### config.mk
export PLATFORM = sky130hd
export DESIGN_NAME = bus_xfer_ctrl
export DESIGN_NICKNAME = d
export VERILOG_FILES = /design/src/rtl/bus_pkg.sv /design/src/rtl/bus_onehot_dec.sv /design/src/rtl/bus_xfer_ctrl.sv
export SDC_FILE = /design/constraint.sdc
export NUM_CORES = 1
export LEC_CHECK = 0
export CORE_MARGIN = 2
export CORE_UTILIZATION = 46
export DETAILED_ROUTE_END_ITERATION = 7
export PLACE_DENSITY = 0.85
export SYNTH_ARGS = -nofsm -noshare
export SYNTH_HDL_FRONTEND = slang
export SYNTH_HIERARCHICAL = 1
export SYNTH_SLANG_ARGS = --single-unit
### constraint.sdc
create_clock -name clk -period 2.4 [get_ports clk]
set_input_delay 0.48 -clock clk [delete_from_list [all_inputs] [get_ports clk]]
set_output_delay 0.48 -clock clk [all_outputs]
set_load 0.005 [all_outputs]
### src/rtl/bus_pkg.sv
// Shared types and defaults for the bus transfer controller.
// Latency: n/a (declarations only).
// Backpressure: n/a.
package bus_pkg;

  localparam int DEF_WIDTH    = 8;
  localparam int DEF_N_PORT   = 4;
  localparam int DEF_TURN_CYC = 1;

  typedef enum logic [1:0] {
    IDLE  = 2'd0,
    TURN  = 2'd1,
    DRIVE = 2'd2,
    LATCH = 2'd3
  } xfer_state_t;

  // An index is usable only if it names an existing port.
  function automatic logic idx_ok(input int idx, input int n);
    return (idx >= 0) && (idx < n);
  endfunction

endpackage

### src/rtl/bus_onehot_dec.sv
// Index-to-one-hot decoder with enable; all zeros when disabled or index out of range.
// Latency: combinational.
// Backpressure: none.
module bus_onehot_dec #(
  parameter int N  = 4,
  parameter int IW = 2
) (
  input  logic [IW-1:0] idx,
  input  logic          en,
  output logic [N-1:0]  onehot
);

  // Decode; out-of-range indices match no bit and leave the vector zero.
  always_comb begin
    onehot = '0;
    for (int i = 0; i < N; i++) begin
      if (en && (int'(idx) == i)) begin
        onehot[i] = 1'b1;
      end
    end
  end

endmodule

### src/rtl/bus_xfer_ctrl.sv
// Shared-bus transfer controller: turnaround, drive/settle, latch into destination.
// Latency: TURN_CYC+2 cycles from accept edge to the done pulse.
// Backpressure: req_ready only in IDLE; requests while busy are ignored. Optional XFER_COUNT_EN adds xfer_count.
module bus_xfer_ctrl
  import bus_pkg::*;
#(
  parameter int  WIDTH    = DEF_WIDTH,
  parameter int  N_PORT   = DEF_N_PORT,
  parameter int  TURN_CYC = DEF_TURN_CYC,
  localparam int IW       = (N_PORT > 1) ? $clog2(N_PORT) : 1
) (
  input  logic              clk,
  input  logic              rst_n,
  input  logic              req_valid,
  output logic              req_ready,
  input  logic [IW-1:0]     req_src,
  input  logic [IW-1:0]     req_dst,
  output logic [N_PORT-1:0] drv_en,
  input  logic [WIDTH-1:0]  bus_in,
  output logic [N_PORT-1:0] ld_en,
  output logic [WIDTH-1:0]  cap_data,
  output logic              done,
  output logic              busy
`ifdef XFER_COUNT_EN
  ,
  output logic [15:0]       xfer_count
`endif
);

  localparam int TL = (TURN_CYC > 0) ? TURN_CYC - 1 : 0;
  localparam int CW = (TL > 0) ? $clog2(TL + 1) : 1;
  localparam logic [CW-1:0] TURN_LAST = CW'(TL);

  xfer_state_t state, state_nxt;

  logic [IW-1:0]     src_q, dst_q;
  logic              ok_q;
  logic [CW-1:0]     turn_cnt;
  logic              accept;
  logic              req_ok;
  logic [IW-1:0]     drv_idx;
  logic              drv_on, ld_on;
  logic [N_PORT-1:0] drv_nxt, ld_nxt;

  assign req_ready = (state == IDLE);
  assign busy      = (state != IDLE);
  assign accept    = req_valid && req_ready;
  // A transfer with either index out of range runs its timeline but never touches the bus.
  assign req_ok    = idx_ok(int'(req_src), N_PORT) && idx_ok(int'(req_dst), N_PORT);

  // State register; reset aborts any transfer in flight.
  always_ff @(posedge clk or negedge rst_n) begin
    if (!rst_n) state <= IDLE;
    else        state <= state_nxt;
  end

  // Next-state: optional turnaround, one settle cycle, one latch cycle.
  always_comb begin
    state_nxt = state;
    case (state)
      IDLE:    if (accept) state_nxt = (TURN_CYC == 0) ? DRIVE : TURN;
      TURN:    if (turn_cnt == TURN_LAST) state_nxt = DRIVE;
      DRIVE:   state_nxt = LATCH;
      LATCH:   state_nxt = IDLE;
      default: state_nxt = IDLE;
    endcase
  end

  // Count cycles spent in TURN so the bus stays idle exactly TURN_CYC cycles.
  always_ff @(posedge clk or negedge rst_n) begin
    if (!rst_n)                                     turn_cnt <= '0;
    else if ((state == TURN) && (state_nxt == TURN)) turn_cnt <= turn_cnt + CW'(1);
    else                                            turn_cnt <= '0;
  end

  // Hold the request indices for the whole transfer.
  always_ff @(posedge clk or negedge rst_n) begin
    if (!rst_n) begin
      src_q <= '0;
      dst_q <= '0;
      ok_q  <= 1'b0;
    end else if (accept) begin
      src_q <= req_src;
      dst_q <= req_dst;
      ok_q  <= req_ok;
    end
  end

  // Enables are decoded from the next state so the registered outputs line up with it;
  // with no turnaround the source comes straight from the request being accepted.
  always_comb begin
    drv_idx = accept ? req_src : src_q;
    drv_on  = ((state_nxt == DRIVE) || (state_nxt == LATCH)) && (accept ? req_ok : ok_q);
    ld_on   = (state_nxt == LATCH) && ok_q;
  end

  bus_onehot_dec #(.N(N_PORT), .IW(IW)) u_drv_dec (
    .idx    (drv_idx),
    .en     (drv_on),
    .onehot (drv_nxt)
  );

  bus_onehot_dec #(.N(N_PORT), .IW(IW)) u_ld_dec (
    .idx    (dst_q),
    .en     (ld_on),
    .onehot (ld_nxt)
  );

  // Registered bus enables; reset drops the drivers immediately.
  always_ff @(posedge clk or negedge rst_n) begin
    if (!rst_n) begin
      drv_en <= '0;
      ld_en  <= '0;
    end else begin
      drv_en <= drv_nxt;
      ld_en  <= ld_nxt;
    end
  end

  // Capture the bus at the close of LATCH and pulse done for one cycle.
  always_ff @(posedge clk or negedge rst_n) begin
    if (!rst_n) begin
      cap_data <= '0;
      done     <= 1'b0;
    end else begin
      done <= (state == LATCH);
      if ((state == LATCH) && ok_q) cap_data <= bus_in;
    end
  end

`ifdef XFER_COUNT_EN
  // Completed-transfer counter, advancing with each done pulse and wrapping at 16 bits.
  always_ff @(posedge clk or negedge rst_n) begin
    if (!rst_n)              xfer_count <= '0;
    else if (state == LATCH) xfer_count <= xfer_count + 16'd1;
  end
`endif

endmodule

Word level (Yosys, flattened, before mapping)

Index checks and enable logic that the tools add are counted.

Bits in registers: 25
Output and inout bits: 19
Word-level logic and storage cells: 54

Add/sub/neg operators: 1
Eq/ne operators: 12
Multiplexer cells: 14
Reduce and logical (&&, ||, !) cells: 18

Operators with widths:

| operator            | number |
|---|---|
| $eq 2x2->1 const B  | 8 |
| $logic_and 1x1->1   | 13 |
| $mux 1              | 10 |
| $eq 2x1->1 const B  | 4 |
| $pmux 2 s4          | 1 |
| $logic_not 2->1     | 3 |
| $mux 2              | 3 |
| $reduce_bool 2->1   | 1 |
| $add 1x1->1 const B | 1 |
| $logic_or 1x1->1    | 1 |

Depth between registers and ports, before layout

Gate-level depths: netlist of the first run.

Depth in word-level cells: 9
Depth in mapped cells: 4
Mapped depth without buffers: 3

Hierarchy

Netlist of the first run, hierarchy kept.

Modules (own cells, without submodules):

| module         | instances | cells each | area each (µm²) | seq. area each (µm²) |
|---|---|---|---|---|
| bus_xfer_ctrl  | 1         | 54         | 897.1           | 625.6 |
| bus_onehot_dec | 2         | 4          | 37.5            | 0.0 |

Worst setup path after synthesis of the first run

OpenSTA, ideal clock, no wires.

Kind: register to register
Start: reg state[0]
End: reg drv_en[3]
Setup time: 0.120 ns
Arrival time: 1.330 ns
Required time: 2.280 ns
Path slack: 0.950 ns
Stages on the path, launching flop included: 5
Path buffers: 1
Path through: dfrtp_1 -> buf_6 -> nor3b_4 -> mux2_4 -> and3_2

Elaborated cells between the ends (all ways): 17
Classes of those cells: eq/ne (6); mux (6); reduce/logical (5)

RTL lines:

| what                     | line                 | text |
|---|---|---|
| start: declaration       | bus_xfer_ctrl.sv:34  | `xfer_state_t state, state_nxt;` |
| start signal: assignment | bus_xfer_ctrl.sv:54  | `else state <= state_nxt;` |
| $logic_not 2->1          | bus_xfer_ctrl.sv:45  | `assign req_ready = (state == IDLE);` |
| $logic_and 1x1->1        | bus_xfer_ctrl.sv:47  | `assign accept = req_valid && req_ready;` |
| $mux 2                   | bus_xfer_ctrl.sv:92  | `drv_idx = accept ? req_src : src_q;` |
| via drv_idx[0]           | bus_xfer_ctrl.sv:41  | `logic [IW-1:0] drv_idx;` |
| $eq 2x1->1               | bus_onehot_dec.sv:17 | `if (en && (int'(idx) == i)) begin` |
| $logic_and 1x1->1        | bus_onehot_dec.sv:17 |  |
| $mux 1                   | bus_onehot_dec.sv:17 |  |
| via drv_nxt[3]           | bus_xfer_ctrl.sv:43  | `logic [N_PORT-1:0] drv_nxt, ld_nxt;` |
| end signal: assignment   | bus_xfer_ctrl.sv:115 | `drv_en <= drv_nxt;` |
| end: declaration         | bus_xfer_ctrl.sv:18  | `output logic [N_PORT-1:0] drv_en,` |

The timed path passes the listed nets, and every way through them passes these cells.
A chain may end at the register's enable or synchronous reset.

Final worst setup path of the first run

Start: reg state[0]
End: out busy

Longest elaborated chain between the ends: 1

Ends and longest elaborated chain:

| what              | line                | text |
|---|---|---|
| $reduce_bool 2->1 | bus_xfer_ctrl.sv:46 | `assign busy = (state != IDLE);` |
| end: declaration  | bus_xfer_ctrl.sv:23 | `output logic busy` |

No other way between the ends.

==> results of run 1 <==
[through the flow]
stage | utilization (%) | total power [uW] | cell area, sq um | setup WS [ps]
floorplan | - | 1020 | 972 | 950
global placement | 66.9 | 1300 | 1330 | 442
detailed placement | 66.9 | 1330 | 1330 | 400
CTS | 68.2 | 1500 | 1350 | 402
global route | 68.2 | 1590 | 1350 | 308
finish | 68.2 | 1490 | 1350 | 411
[sequential cells by signal, indices dropped and copies added (netlist names)]
| signal | flops |
|---|---|
| state | 2 |
| cap_data | 8 |
| turn_cnt | 1 |
| drv_en | 4 |
| ld_en | 4 |
| src_q | 2 |
| done | 1 |
| dst_q | 2 |
| ok_q | 1 |
[worst max-delay path, delay by kind of cell (launching register included)]
kind / cells / cell delay [ps]
AND/OR/NAND/NOR: 1 / 110
flip-flops: 1 / 530
buffers and inverters: 2 / 570
[placed cells by master (no fill, tap or decap), drive strengths merged]
master         instances
conb                   1
clkbuf                 4
nor2b                  1
nand3                  1
nor3b                  4
or2                    2
nand2                  1
mux2                  12
nand2b                 1
inv                    1
nor2                   2
and3                   2
and3b                  4
buf                    1
o21a                   1
clkdlybuf4s50         33
dfrtp                 25
a2bb2oi                1
and2                   1
[logic make-up (layout without fill, tap and decap cells)]
group	after synthesis	count (layout)	share of synthesized area (%)
other	1	1	0.386
muxes	12	12	15.4
AOI/OAI and AO/OA	2	2	1.67
DFF	25	25	64.4
and+or+nand+nor	19	19	15.8
buffers and inverters	3	39	2.32
[worst max path at each step]
stage | end | cells past startpoint | slack [ps]
2_1_floorplan | drv_en[3] | 4 | 950
3_3_place_gp | drv_en[3] | 4 | 440
3_5_place_dp | drv_en[3] | 4 | 400
4_1_cts | busy | 3 | 400
5_1_grt | busy | 3 | 310
6_report | busy | 3 | 410
[metal layers]
metal,GRT usage [%],routed length [um],vias to the layer above
met4,2.78,0,0
li1,-,-,281
met1,16.8,636,290
met5,0,0,-
met3,2.73,68,0
met2,25.6,814,18
[report_power, final]
group	leakage (uW)	internal [uW]	switching [uW]	total [uW]
Clock	0.0000150	64.5	108	173
Combinational	0.000279	433	190	623
Sequential	0.000308	579	113	692
[cell type report]
type	count	area (sq um)	share of cell area (%)
well taps	27	33.8	2.50
repair buffers	34	338	25.0
clock buffers	4	26.3	1.94
flip-flops and latches	25	626	46.3
inverters	1	3.75	0.278
multi-input cells	34	324	24.0
==> flow_metrics.py, run 1 <==
metrics = {
    "hold_path": {
        "hold-path-cell-count": 1,
        "hold-path-endpoint": "ld_en[0]",
        "min_path_type": "reg2reg",
        "min_from": "dst_q[0]",
    },
    "setup_path": {
        "slowest_stage": "dfrtp_1",
        "regToRegSetupSlack_ps": 850,
        "path_cells": "nor2_1, inv_1, clkdlybuf4s50_1",
        "r2r_start": "state[0]",
        "reg2reg_to": "drv_en[3]",
        "worstPathMaxFanout": 8,
        "reg2reg_depth": 3,
        "startpoint_type": "flip-flop",
        "required_ps": 1920,
        "slowest_delay_ps": 530,
        "arrival_ps": 1510,
        "worstSetupEndpointType": "output pin",
        "criticalPathCategory": "reg2out",
        "crit_path_start": "state[0]",
    },
    "sta": {
        "slew_violations": 0,
        "setup_viol": 0,
        "hold-worst-slack_ps": 507,
        "rsz0062_at_grt": "false",
        "finalHoldViolations": 0,
        "clock.fmax_ghz": 0.503,
        "tns_ps": 0,
        "fin_crit_ps": 1990,
        "fin_skew_ps": 3.25,
        "post-route-period-util_pct": 82.9,
    },
    "final_layout": {
        "syn_to_final_growth_pct": 39.0,
        "insertedDiodeCount": 0,
        "instances_no_fill": 125,
        "fin_nets": 114,
        "drive_gt1_share_pct": 22.4,
        "n_fill_cell": 142,
    },
    "yosys": {
        "synth_ff_type": "dfrtp_1",
        "synthCells": 62,
        "syn_area_sq_um": 972,
        "synth_common_cells": "25 x dfrtp_1, 8 x mux2_2, 4 x and3b_1, 4 x mux2_4",
        "synth-seq-cells": 25,
        "ys_warn_count": 6,
        "synthDistinctLibCells": 21,
        "synth-seq-area-share_pct": 64.4,
        "syn_nets": 77,
        "avgSynthCellArea_sq_um": 15.7,
        "synthMostInstantiatedCell": "dfrtp_1",
        "synth_edf_count": 0,
        "synth_top_area_share_pct": 64.4,
        "ys_async_sr_fraction_pct": 100,
        "netlist_top_cells_area": "dfrtp_1 64%, mux2_2 9.3%, mux2_4 6.2%",
        "synth_largest_area_cell": "dfrtp_1",
    },
    "drt": {
        "drc": 0,
        "post_drt_wl_per_cell_um": 12.1,
        "drt-initial-drc-count": 1,
        "route.vias.total": 589,
        "vias_per_cell": 4.71,
        "wl_um": 1520,
        "antenna_left": 0,
        "drtPass1Iterations": 2,
    },
    "die": {
        "die-area_sq_um": 2500,
        "initial_core_util_pct": 49.1,
        "die_h_um": 50.0,
        "num_rows": 16,
        "core_area_sq_um": 1980,
        "ioPinCount": 34,
        "die_w_um": 50.0,
    },
    "grt": {
        "antenna_found_initial": 0,
        "grt_max_degree": 26,
        "gr-total-overflow": 0,
        "grt_pass1_wl_um": 2660,
        "track_usage_pct": 13.9,
        "grt_pass1_vias": 610,
    },
    "clock_network": {
        "cts_resized": 0,
        "path_clk_slew_ps": 120,
        "ctsHoldBuffers": 0,
        "cts_sinks": 25,
        "cts_root_buf": "clkbuf_4",
        "cts_max_level": 1,
        "post-cts-setup-buffers": 0,
        "numCtsBuffers": 3,
        "clockBufferDepth": 2,
        "clock_latency_ps": 290,
        "cts_tree": "done",
    },
    "outcome": {
        "status": "complete, no violations",
    },
    "flow_run": {
        "cap_violations": 0,
    },
    "pwr": {
        "power.leakage_uw": 0.000602,
        "peakVddDrop_mv": 0.816,
        "p_per_area_nw_per_um2": 1100,
    },
    "place": {
        "gp_congestion": 0.648,
        "dp_hpwl_um": 1160,
        "port_buffers": 33,
        "placed_cells": 121,
    },
}
No activity file was read; power rests on OpenSTA's default activity.
==> inputs of run 2 (changes only) <==
--- a/config.mk
+++ b/config.mk
@@ -6,9 +6,9 @@
 export NUM_CORES = 1
 export LEC_CHECK = 0
 export CORE_MARGIN = 2
-export CORE_UTILIZATION = 46
+export CORE_UTILIZATION = 39
 export DETAILED_ROUTE_END_ITERATION = 7
-export PLACE_DENSITY = 0.85
+export PLACE_DENSITY = 0.78
 export SYNTH_ARGS = -nofsm -noshare
 export SYNTH_HDL_FRONTEND = slang
 export SYNTH_HIERARCHICAL = 1
==> constraint.sdc (replaced) <==
create_clock -name clk -period 1.75 [get_ports clk]
set_input_delay 0.35 -clock clk [delete_from_list [all_inputs] [get_ports clk]]
set_output_delay 0.35 -clock clk [all_outputs]
set_load 0.005 [all_outputs]
==> run 2 against run 1 <==
Net effect:
- sequential share of layout area decreased by 0.91 points
- clock skew increased by 5.4 ps
- register-to-register slack got worse by 610 ps
- combinational power increased by 50%
- sequential cell count unchanged
- setup slack got worse by 190 ps
- core utilization decreased by 11 points
- via count increased by 1.5%
- largest cell class unchanged
- largest power group is now combinational cells
==> flow_metrics.py, run 2 (synthesis results as in run 1) <==
metrics = {
    "final_layout": {
        "insertedDiodeCount": 0,
        "syn_to_final_growth_pct": 42.3,
        "final_cell_mix": "31 x clkdlybuf4s50_1, 23 x dfrtp_1, 8 x mux2_2",
        "reg.largest.list": "cap_data (8), drv_en (4), ld_en (4)",
        "fin_nets": 117,
        "post-route-util_pct": 57.4,
        "largest_register_ffs": 8,
        "layout_commonest_cell": "clkdlybuf4s50_1",
        "fin_area_sq_um": 1380,
        "n_fill_cell": 228,
        "largest-register": "cap_data",
        "drive_gt1_share_pct": 27.7,
    },
    "drt": {
        "post_drt_wl_per_cell_um": 12.8,
        "drt-initial-drc-count": 3,
        "drtPass1Iterations": 3,
        "wl_um": 1670,
        "antenna_left": 0,
        "drc": 0,
        "vias_per_cell": 4.56,
        "route.vias.total": 598,
    },
    "outcome": {
        "status": "complete, no violations",
    },
    "setup_path": {
        "path_cells": "clkdlybuf4s50_1",
        "slowest_delay_ps": 510,
        "startpoint_type": "flip-flop",
        "worstPathMaxFanout": 1,
        "slowest_stage": "clkdlybuf4s50_1",
        "arrival_ps": 1180,
        "required_ps": 1400,
        "criticalPathCategory": "reg2out",
        "worst-path-buf-inv": 1,
        "path_delay_family": "buffers and inverters",
        "worstSetupEndpointType": "output pin",
    },
    "place": {
        "place_area_sq_um": 1340,
        "dp_hpwl_um": 1210,
        "gp_congestion": 0.649,
        "port_buffers": 33,
    },
    "sta": {
        "finalHoldViolations": 0,
        "tns_ps": 0,
        "rsz0062_at_grt": "false",
        "fin_skew_ps": 8.69,
        "slew_violations": 0,
        "setup_viol": 0,
        "fin_crit_ps": 1530,
        "clock.fmax_ghz": 0.654,
        "post-route-period-util_pct": 87.4,
    },
    "pwr": {
        "seqPwrFrac_pct": 43.5,
        "power_frac_clock_pct": 11.9,
        "power.leakage_uw": 0.000623,
        "peakVddDrop_mv": 0.808,
        "switching_share_pct": 28.2,
        "switchingPower_uw": 592,
        "combinationalPowerShare_pct": 44.6,
        "p_per_area_nw_per_um2": 1520,
        "internal-power_uw": 1510,
    },
    "grt": {
        "grt_max_degree": 26,
        "gr-total-overflow": 0,
        "grt_pass1_vias": 564,
        "grt_pass1_wl_um": 2500,
        "antenna_found_initial": 0,
        "track_usage_pct": 12.3,
    },
    "clock_network": {
        "cts_root_buf": "clkbuf_4",
        "clockBufferDepth": 2,
        "cts_tree": "done",
        "cts_max_level": 1,
        "numCtsBuffers": 3,
        "path_clk_slew_ps": 130,
        "ctsHoldBuffers": 0,
        "cts_sinks": 25,
        "clock_latency_ps": 310,
    },
    "die": {
        "ioPinCount": 34,
        "die_h_um": 53.9,
        "initial_core_util_pct": 40.3,
        "num_rows": 18,
        "core_area_sq_um": 2410,
        "die-area_sq_um": 2910,
        "die_w_um": 53.9,
    },
    "hold_path": {
        "min_path_type": "in2async",
    },
    "flow_run": {
        "cap_violations": 0,
    },
}
## run 2: changes by cell type in the layout (fill, tap and decap cells not counted), sizes merged
cell           delta
dlygate4sd2       +1
clkdlybuf4s50     -2
dlymetal6s2s      +1
buf               +3
## run 2: worst paths after layout
kind                                start   endpoint  slack (ps)  cells past startpoint
worst max-delay path            drv_en[2]  drv_en[2]         220                      1
worst min-delay path                rst_n  drv_en[0]         380                      2
worst max register to register   state[0]  drv_en[2]         240                      4
worst min register to register   dst_q[1]   ld_en[0]         510                      1
max in group asynchronous           rst_n   state[0]        1110                      2
min in group clk                 dst_q[1]   ld_en[0]         510                      1
## run 2: timing repair
| item | in CTS | in global routing |
|---|---|---|
| buffers inserted | 2 | 0 |
| setup endpoints to repair | 2 | 1 |
| gates resized for setup | 4 | 1 |
| hold endpoints to repair | 0 | 0 |
## run 2: area by class of cell
type	instances	area, sq um	share of cell area, %
clock buffers	4	26.3	1.90
inverters	1	3.75	0.271
multi-input cells	34	327	23.6
flip-flops and latches	25	628	45.4
well taps	30	37.5	2.71
repair buffers	37	362	26.1
## run 2: power by group through the flow
| stage | Sequential [uW] | Clock [uW] | Combinational (uW) |
|---|---|---|---|
| 3_3_place_gp | 952 | 0 | 851 |
| 5_1_grt | 941 | 287 | 1010 |
| 2_1_floorplan | 912 | 0 | 487 |
| 6_report | 913 | 250 | 936 |
| 3_5_place_dp | 960 | 0 | 880 |
| 4_1_cts | 916 | 260 | 956 |
## run 2: stage by stage
step	cells	setup WS, ps	hold slack, ps	power, uW
after floorplan	62	300	54.4	1400
after global placement	125	11.4	486	1800
after detailed placement	125	-26.4	496	1840
after CTS	131	13.2	384	2130
after global routing	131	156	395	2240
final	131	220	377	2100
## run 2: routing by layer
layer  share of wire, %  GRT usage [%]
met1                 44           15.9
met2                 51           20.1
met3                5.3           2.50
met4                  0           5.13
met5                  0              0
